===== src/rtl/rr_reg_arbiter_pkg.sv =====
// rtl/rr_reg_arbiter_pkg.sv - shared FSM encoding and pointer arithmetic for the register-bus arbiter
package rr_reg_arbiter_pkg;

  typedef enum logic [2:0] {
    ST_IDLE = 3'b001,
    ST_BUSY = 3'b010,
    ST_DONE = 3'b100
  } arb_state_t;

  // (a + b) mod n for a < n, b < n
  function automatic int wrap_add(input int a, input int b, input int n);
    int s;
    s = a + b;
    return (s >= n) ? s - n : s;
  endfunction

endpackage


===== src/rtl/rr_reg_arbiter_if.sv =====
// rtl/rr_reg_arbiter_if.sv - upstream APB-style requester bus and downstream register request bus
// Optional s_pslverr present when ARB_PSLVERR_EN is defined.
interface rr_reg_arbiter_if #(
  parameter int NUM_REQ    = 3,
  parameter int ADDR_WIDTH = 21,
  parameter int DATA_WIDTH = 16
);
  logic [NUM_REQ-1:0]            s_psel;
  logic [NUM_REQ-1:0]            s_penable;
  logic [NUM_REQ-1:0]            s_pwrite;
  logic [NUM_REQ*ADDR_WIDTH-1:0] s_paddr;
  logic [NUM_REQ*DATA_WIDTH-1:0] s_pwdata;
  logic [NUM_REQ-1:0]            s_pready;
  logic [DATA_WIDTH-1:0]         s_prdata;
`ifdef ARB_PSLVERR_EN
  logic [NUM_REQ-1:0]            s_pslverr;
`endif
  logic                          req_sel;
  logic                          req_write;
  logic [ADDR_WIDTH-1:0]         req_addr;
  logic [DATA_WIDTH-1:0]         req_wdata;
  logic                          req_ready;
  logic [DATA_WIDTH-1:0]         req_rdata;

  modport slave (
`ifdef ARB_PSLVERR_EN
    output s_pslverr,
`endif
    input  s_psel, s_penable, s_pwrite, s_paddr, s_pwdata,
    output s_pready, s_prdata,
    output req_sel, req_write, req_addr, req_wdata,
    input  req_ready, req_rdata
  );

  modport master (
`ifdef ARB_PSLVERR_EN
    input  s_pslverr,
`endif
    output s_psel, s_penable, s_pwrite, s_paddr, s_pwdata,
    input  s_pready, s_prdata,
    input  req_sel, req_write, req_addr, req_wdata,
    output req_ready, req_rdata
  );

endinterface


===== src/rtl/rr_reg_arbiter_priority_sel.sv =====
// rtl/rr_reg_arbiter_priority_sel.sv - rotating-priority picker: first request at or after ptr, wrapping
module rr_priority_sel
  import rr_reg_arbiter_pkg::*;
#(
  parameter int NUM_REQ = 3,
  parameter int IW      = 2
) (
  input  logic [NUM_REQ-1:0] req,
  input  logic [IW-1:0]      ptr,
  output logic [NUM_REQ-1:0] grant,
  output logic [IW-1:0]      idx
);

  always_comb begin
    int   j;
    logic found;
    grant = '0;
    idx   = '0;
    found = 1'b0;
    j     = 0;
    for (int k = 0; k < NUM_REQ; k++) begin
      j = wrap_add(int'(ptr), k, NUM_REQ);
      if (!found && req[j]) begin
        found    = 1'b1;
        grant[j] = 1'b1;
        idx      = IW'(j);
      end
    end
  end

endmodule


===== src/rtl/rr_reg_arbiter.sv =====
// rtl/rr_reg_arbiter.sv - round-robin arbiter sharing the register request bus among APB-style masters
// Define ARB_PSLVERR_EN to flag timed-out grants on s_pslverr.
module rr_reg_arbiter
  import rr_reg_arbiter_pkg::*;
#(
  parameter int NUM_REQ     = 3,
  parameter int ADDR_WIDTH  = 21,
  parameter int DATA_WIDTH  = 16,
  parameter int CFG_TIMEOUT = 16
) (
  input  logic                       clk,
  input  logic                       rstn,
  input  logic [CFG_TIMEOUT-1:0]     cfg_timeout,
  rr_reg_arbiter_if.slave            bus,
  output logic [$clog2(NUM_REQ)-1:0] grant_id,
  output logic                       timeout_evt
);

  localparam int IW = $clog2(NUM_REQ);

  arb_state_t             state_q, state_d;
  logic [IW-1:0]          ptr_q, ptr_d, grant_q, grant_d;
  logic [CFG_TIMEOUT-1:0] cnt_q, cnt_d, tmo_q, tmo_d;
  logic                   sel_q, sel_d, write_q, write_d, evt_q, evt_d;
  logic [ADDR_WIDTH-1:0]  addr_q, addr_d;
  logic [DATA_WIDTH-1:0]  wdata_q, wdata_d, prdata_q, prdata_d;
  logic [NUM_REQ-1:0]     pready_q, pready_d;
`ifdef ARB_PSLVERR_EN
  logic [NUM_REQ-1:0]     slverr_q, slverr_d;
`endif

  logic [NUM_REQ-1:0]     valid, pick_oh, done_oh;
  logic [IW-1:0]          pick_idx;
  logic [ADDR_WIDTH-1:0]  pick_addr;
  logic [DATA_WIDTH-1:0]  pick_wdata;
  logic                   pick_write;
  logic                   tmo_hit;

  // A requester still seeing its pready must not be re-granted
  assign valid   = bus.s_psel & bus.s_penable & ~pready_q;
  assign done_oh = NUM_REQ'(1) << grant_q;
  assign tmo_hit = (tmo_q != '0) && (cnt_q == tmo_q - CFG_TIMEOUT'(1));

  rr_priority_sel #(
    .NUM_REQ (NUM_REQ),
    .IW      (IW)
  ) u_sel (
    .req   (valid),
    .ptr   (ptr_q),
    .grant (pick_oh),
    .idx   (pick_idx)
  );

  always_comb begin
    pick_addr  = '0;
    pick_wdata = '0;
    pick_write = 1'b0;
    for (int i = 0; i < NUM_REQ; i++) begin
      if (pick_oh[i]) begin
        pick_addr  = pick_addr  | bus.s_paddr[i*ADDR_WIDTH +: ADDR_WIDTH];
        pick_wdata = pick_wdata | bus.s_pwdata[i*DATA_WIDTH +: DATA_WIDTH];
        pick_write = pick_write | bus.s_pwrite[i];
      end
    end
  end

  always_comb begin
    state_d  = state_q;
    ptr_d    = ptr_q;
    grant_d  = grant_q;
    cnt_d    = cnt_q;
    tmo_d    = tmo_q;
    sel_d    = sel_q;
    write_d  = write_q;
    addr_d   = addr_q;
    wdata_d  = wdata_q;
    prdata_d = prdata_q;
    pready_d = '0;
    evt_d    = 1'b0;
`ifdef ARB_PSLVERR_EN
    slverr_d = '0;
`endif
    unique case (state_q)
      ST_IDLE: begin
        if (|pick_oh) begin
          grant_d = pick_idx;
          addr_d  = pick_addr;
          wdata_d = pick_wdata;
          write_d = pick_write;
          tmo_d   = cfg_timeout;
          cnt_d   = '0;
          sel_d   = 1'b1;
          state_d = ST_BUSY;
        end
      end
      ST_BUSY: begin
        cnt_d = cnt_q + CFG_TIMEOUT'(1);
        if (bus.req_ready) begin
          prdata_d = bus.req_rdata;
          pready_d = done_oh;
          sel_d    = 1'b0;
          state_d  = ST_DONE;
        end else if (tmo_hit) begin
          prdata_d = '0;
          pready_d = done_oh;
          evt_d    = 1'b1;
`ifdef ARB_PSLVERR_EN
          slverr_d = done_oh;
`endif
          sel_d    = 1'b0;
          state_d  = ST_DONE;
        end
      end
      ST_DONE: begin
        ptr_d   = IW'(wrap_add(int'(grant_q), 1, NUM_REQ));
        cnt_d   = '0;
        state_d = ST_IDLE;
      end
      default: state_d = ST_IDLE;
    endcase
  end

  always_ff @(posedge clk or negedge rstn) begin
    if (!rstn) begin
      state_q  <= ST_IDLE;
      ptr_q    <= '0;
      grant_q  <= '0;
      cnt_q    <= '0;
      tmo_q    <= '0;
      sel_q    <= 1'b0;
      write_q  <= 1'b0;
      addr_q   <= '0;
      wdata_q  <= '0;
      prdata_q <= '0;
      pready_q <= '0;
      evt_q    <= 1'b0;
`ifdef ARB_PSLVERR_EN
      slverr_q <= '0;
`endif
    end else begin
      state_q  <= state_d;
      ptr_q    <= ptr_d;
      grant_q  <= grant_d;
      cnt_q    <= cnt_d;
      tmo_q    <= tmo_d;
      sel_q    <= sel_d;
      write_q  <= write_d;
      addr_q   <= addr_d;
      wdata_q  <= wdata_d;
      prdata_q <= prdata_d;
      pready_q <= pready_d;
      evt_q    <= evt_d;
`ifdef ARB_PSLVERR_EN
      slverr_q <= slverr_d;
`endif
    end
  end

  assign bus.s_pready  = pready_q;
  assign bus.s_prdata  = prdata_q;
  assign bus.req_sel   = sel_q;
  assign bus.req_write = write_q;
  assign bus.req_addr  = addr_q;
  assign bus.req_wdata = wdata_q;
`ifdef ARB_PSLVERR_EN
  assign bus.s_pslverr = slverr_q;
`endif
  assign grant_id      = grant_q;
  assign timeout_evt   = evt_q;

endmodule


===== src/flat_wrapper.sv =====
// flat-port wrapper written by rule: the top's interface ports become plain ports
module rr_reg_arbiter_flat import rr_reg_arbiter_pkg::*;
#(
  parameter int NUM_REQ     = 3,
  parameter int ADDR_WIDTH  = 21,
  parameter int DATA_WIDTH  = 16,
  parameter int CFG_TIMEOUT = 16
)
  (clk, rstn, cfg_timeout, grant_id, timeout_evt, bus_s_psel, bus_s_penable, bus_s_pwrite, bus_s_paddr, bus_s_pwdata, bus_s_pready, bus_s_prdata, bus_req_sel, bus_req_write, bus_req_addr, bus_req_wdata, bus_req_ready, bus_req_rdata);
  rr_reg_arbiter_if #(.NUM_REQ(NUM_REQ), .ADDR_WIDTH(ADDR_WIDTH), .DATA_WIDTH(DATA_WIDTH)) bus_i ();
  input  logic clk;
  input  logic rstn;
  input  logic [CFG_TIMEOUT-1:0] cfg_timeout;
  output logic [$clog2(NUM_REQ)-1:0] grant_id;
  output logic timeout_evt;
  input wire logic [$bits(bus_i.s_psel)-1:0] bus_s_psel;
  input wire logic [$bits(bus_i.s_penable)-1:0] bus_s_penable;
  input wire logic [$bits(bus_i.s_pwrite)-1:0] bus_s_pwrite;
  input wire logic [$bits(bus_i.s_paddr)-1:0] bus_s_paddr;
  input wire logic [$bits(bus_i.s_pwdata)-1:0] bus_s_pwdata;
  output wire logic [$bits(bus_i.s_pready)-1:0] bus_s_pready;
  output wire logic [$bits(bus_i.s_prdata)-1:0] bus_s_prdata;
  output wire logic [$bits(bus_i.req_sel)-1:0] bus_req_sel;
  output wire logic [$bits(bus_i.req_write)-1:0] bus_req_write;
  output wire logic [$bits(bus_i.req_addr)-1:0] bus_req_addr;
  output wire logic [$bits(bus_i.req_wdata)-1:0] bus_req_wdata;
  input wire logic [$bits(bus_i.req_ready)-1:0] bus_req_ready;
  input wire logic [$bits(bus_i.req_rdata)-1:0] bus_req_rdata;
  assign bus_i.s_psel = bus_s_psel;
  assign bus_i.s_penable = bus_s_penable;
  assign bus_i.s_pwrite = bus_s_pwrite;
  assign bus_i.s_paddr = bus_s_paddr;
  assign bus_i.s_pwdata = bus_s_pwdata;
  assign bus_s_pready = bus_i.s_pready;
  assign bus_s_prdata = bus_i.s_prdata;
  assign bus_req_sel = bus_i.req_sel;
  assign bus_req_write = bus_i.req_write;
  assign bus_req_addr = bus_i.req_addr;
  assign bus_req_wdata = bus_i.req_wdata;
  assign bus_i.req_ready = bus_req_ready;
  assign bus_i.req_rdata = bus_req_rdata;
  rr_reg_arbiter #(.NUM_REQ(NUM_REQ), .ADDR_WIDTH(ADDR_WIDTH), .DATA_WIDTH(DATA_WIDTH), .CFG_TIMEOUT(CFG_TIMEOUT)) u_core (.clk(clk), .rstn(rstn), .cfg_timeout(cfg_timeout), .bus(bus_i), .grant_id(grant_id), .timeout_evt(timeout_evt));
endmodule

===== config.mk =====
export PLATFORM = sky130hd
export DESIGN_NAME = rr_reg_arbiter_flat
export DESIGN_NICKNAME = d
export VERILOG_FILES = /design/src/rtl/rr_reg_arbiter_pkg.sv /design/src/rtl/rr_reg_arbiter_if.sv /design/src/rtl/rr_reg_arbiter_priority_sel.sv /design/src/rtl/rr_reg_arbiter.sv /design/src/flat_wrapper.sv
export SDC_FILE = /design/constraint.sdc
export NUM_CORES = 1
export LEC_CHECK = 0
export ABC_AREA = 0
export CORE_UTILIZATION = 37
export DETAILED_ROUTE_END_ITERATION = 7
export MAX_ROUTING_LAYER = met4
export PLACE_DENSITY = 0.69
export SKIP_CTS_REPAIR_TIMING = 1
export SLEW_MARGIN = 20
export SYNTH_ARGS = -nofsm -noshare
export SYNTH_HDL_FRONTEND = slang
export SYNTH_SLANG_ARGS = --single-unit

===== constraint.sdc =====
create_clock -name clk -period 3.9 [get_ports clk]
set_input_delay 0.78 -clock clk [delete_from_list [all_inputs] [get_ports clk]]
set_output_delay 0.78 -clock clk [all_outputs]
set_load 0.005 [all_outputs]

==> reports/results.txt <==
Multi-input logic area = 2930 sq um
WL met3 = 1310 um
Post-synth EDFFs = 0
DIE WIDTH = 125 um
First DRT Iteration DRCs = 322
Worst Max-Slew Pin Slew = 842 ps
First-pass GRT wire length = 26400 um
Detail Route Antenna Nets = 0
Worst reg2reg path startpoint = u_core.ptr_q[1]
CP bufs+invs = 2
Die area = 15700 sq um
Status = complete, but fails checks
Clk_skew = 8.95 ps
DRC violations left = 6
Area leader, netlist = dfrtp_1
Post-synth net total = 779
Die Ht = 125 um
GRT Total Usage = 0.217
Failing checks = DRC
Dpl hpwl = 12400 um
Startpoint types = input port
Total gr overflow = 0
Post-Syn Area = 5640 sq um
RePlAce Congestion = 0.869
Sum Neg Setup Slack = 0 ps
Total CTS buffers = 9
Initial core utilization = 0.384
Worst-Skew Late Latency = 350 ps
Worst setup startpoint = bus_s_penable[0]
DP Area = 7940 sq um
Wl on met1 = 6770 um
Worst Path Max Fanout = 55
Fin crit share = 0.802
Critical path arrival = 3400 ps
Number of max-cap violations = 0
Clock net sink count = 98
Antenna violations before repair = 0
Hold WS = 479 ps
Fmax = 320 MHz
RR Endpoint = u_core.bus.req_addr[10]
I/O pins = 216
Share of post-route cells with drive strength above 1 = 0.0618
R2R Setup Slk = 800 ps
Critical Path Most Common Cell = a31oi_1
Max stage delay on crit path = 590 ps
Drt first pass iters = 7
Largest cells by area after synthesis = dfrtp_1 43%, a22oi_1 5.3%, a31oi_1 4.8%
CTS tree = yes
Syn. warnings = 0
Worst EP required = 4170 ps
Port Buffers = 215
FILL cells = 1310
CTS Root Cell = clkbuf_16
Peak VDD IR = 335 uV
CP Class = in -> reg
Crit-path slowest cell = o211a_4
Uppermost layer routed = met4
Cell family with most CP delay = compound AO/OA/AOI/OAI gates
Area growth, synth to finish = 46.5%
Unique cell type count in the Yosys netlist = 62
Ant. Diodes = 0
Leak Pwr = 3.20 nW
Reg area = 2450 sq um
CTS Buffer Depth = 2
Clk slew on worst S/H paths = 70 ps
Synth Register Bits = 98
Pwr/cell area = 716 nW/um^2
Pin count of the biggest net entering global routing = 85
Htree depth = 3
Final Max Slew Viols = 0
Vias in the first global route = 5357
WL/cell = 16.4 um
Vias = 5322
HP Class = in -> async
RSZ-0062 raised after global routing = false
CP endpoint kind = flip-flop
Slew HR = 0.433
Critical-path cell list = clkdlybuf4s50_1 > and3b_1 > or3_1 > a31oi_1 > nand4bb_1 > o211a_4 > buf_12 > nor2_1 > a31oi_1
Synth Instances = 613
Synthesized area per cell = 9.21 sq um
Worst reg2reg path depth = 10
Setup Viol. Count Final = 0
Ys async rst share = 1.00
Ys flop type = dfrtp_1
DR WL met2 = 8090 um
Fin crit period = 3130 ps
FP Rows = 44
Core area = 14700 sq um
Nets = 970
Total Wirelength = 16300 um
Fin. Hold Viols = 0
Yosys top cell area share = 0.430
Sequential-to-total area share from yosys stat = 0.435
Vias/cell = 5.36
Post-route design area = 8270 sq um
## final cells by class
type	instances	area share
clock inverters	7	0.0121
well taps	184	0.0278
inverters	30	0.0136
repair buffers	222	0.268
clock buffers	9	0.0272
flip-flops and latches	98	0.297
multi-input cells	443	0.354
## stage by stage
stage	std cells	total power [mW]	setup slack [ps]	util
after floorplan	613	3.68	1160	-
after global placement	977	4.89	527	0.540
after detailed placement	977	4.96	422	0.540
after CTS	993	5.97	792	0.562
after global routing	993	6.36	531	0.562
final	993	5.92	773	0.562
## cell usage after synthesis (16+ instances only)
cell type and n:
dfrtp_1 97, clkbuf_1 33, xnor2_1 16, inv_1 29, o31ai_1 17, a22oi_1 40
nor2_1 58, a31oi_1 43, nand3_1 22, nand2_1 36, o21ai_0 23, nand2b_1 43
## layout by cell type, fill, tap and decap left out, drive strengths merged, types with 4 or more instances in the layout
| cell | instances |
|---|---|
| a21oi | 14 |
| a22oi | 40 |
| a31oi | 43 |
| and2 | 5 |
| buf | 8 |
| clkbuf | 9 |
| clkdlybuf4s50 | 214 |
| dfrtp | 97 |
| ha | 11 |
| inv | 31 |
| mux2 | 14 |
| mux2i | 4 |
| nand2 | 36 |
| nand2b | 43 |
| nand3 | 22 |
| nand4 | 9 |
| nand4b | 4 |
| nor2 | 58 |
| nor2b | 6 |
| nor4 | 9 |
| o21a | 5 |
| o21ai | 26 |
| o31ai | 17 |
| or3 | 4 |
| xnor2 | 16 |
| xor2 | 6 |
## worst reg2reg max path: cells and delay by family, from the launching register on
| family | cells | cell delay [ps] |
|---|---|---|
| compound gates | 4 | 1310 |
| buf+inv | 3 | 600 |
| fa+ha+maj | 1 | 430 |
| flops | 1 | 410 |
| simple gates | 2 | 270 |
## how the worst max path moves through the flow
stage                                     endpoint  slack (ps)  cells after the start
after floorplan            u_core.bus.req_addr[10]        1160                      9
after global placement     u_core.bus.req_addr[12]         530                      9
after detailed placement  u_core.bus.req_wdata[10]         420                      9
after CTS                  u_core.bus.req_addr[10]         790                     10
after global routing      u_core.bus.req_wdata[10]         530                     10
final                      u_core.bus.req_addr[10]         770                      9
## cells by family (layout without fill, tap and decap cells)
group,Yosys count,in the layout,synth area share
simple gates,225,225,0.222
compound gates,167,167,0.200
flops,98,98,0.435
buf+inv,72,268,0.0506
xor+xnor,22,22,0.0341
mux,18,18,0.0350
fa+ha+maj,11,11,0.0244
## sequential cells by signal, summed over array words and instances (netlist names), 2 cells and up
register and count:
u_core.bus.req_addr 21, u_core.bus.req_wdata 16, u_core.bus.s_prdata 16, u_core.cnt_q 16
u_core.tmo_q 16, u_core.bus.s_pready 3, u_core.state_q 3, u_core.grant_id 2
u_core.ptr_q 2
## metal layers
layer | vias up | track usage
li1 | 2610 | -
met1 | 2526 | 0.247
met2 | 178 | 0.366
met3 | 8 | 0.0693
met4 | 0 | 0.0624
met5 | - | -
## power by group
part / internal, mW / switching, mW / leakage (nW)
combinational: 1.61 / 1.46 / 1.85
clock: 0.568 / 0.414 / 0.154
sequential: 1.47 / 0.395 / 1.20
Note: power is estimated with default switching activity, not from simulation.
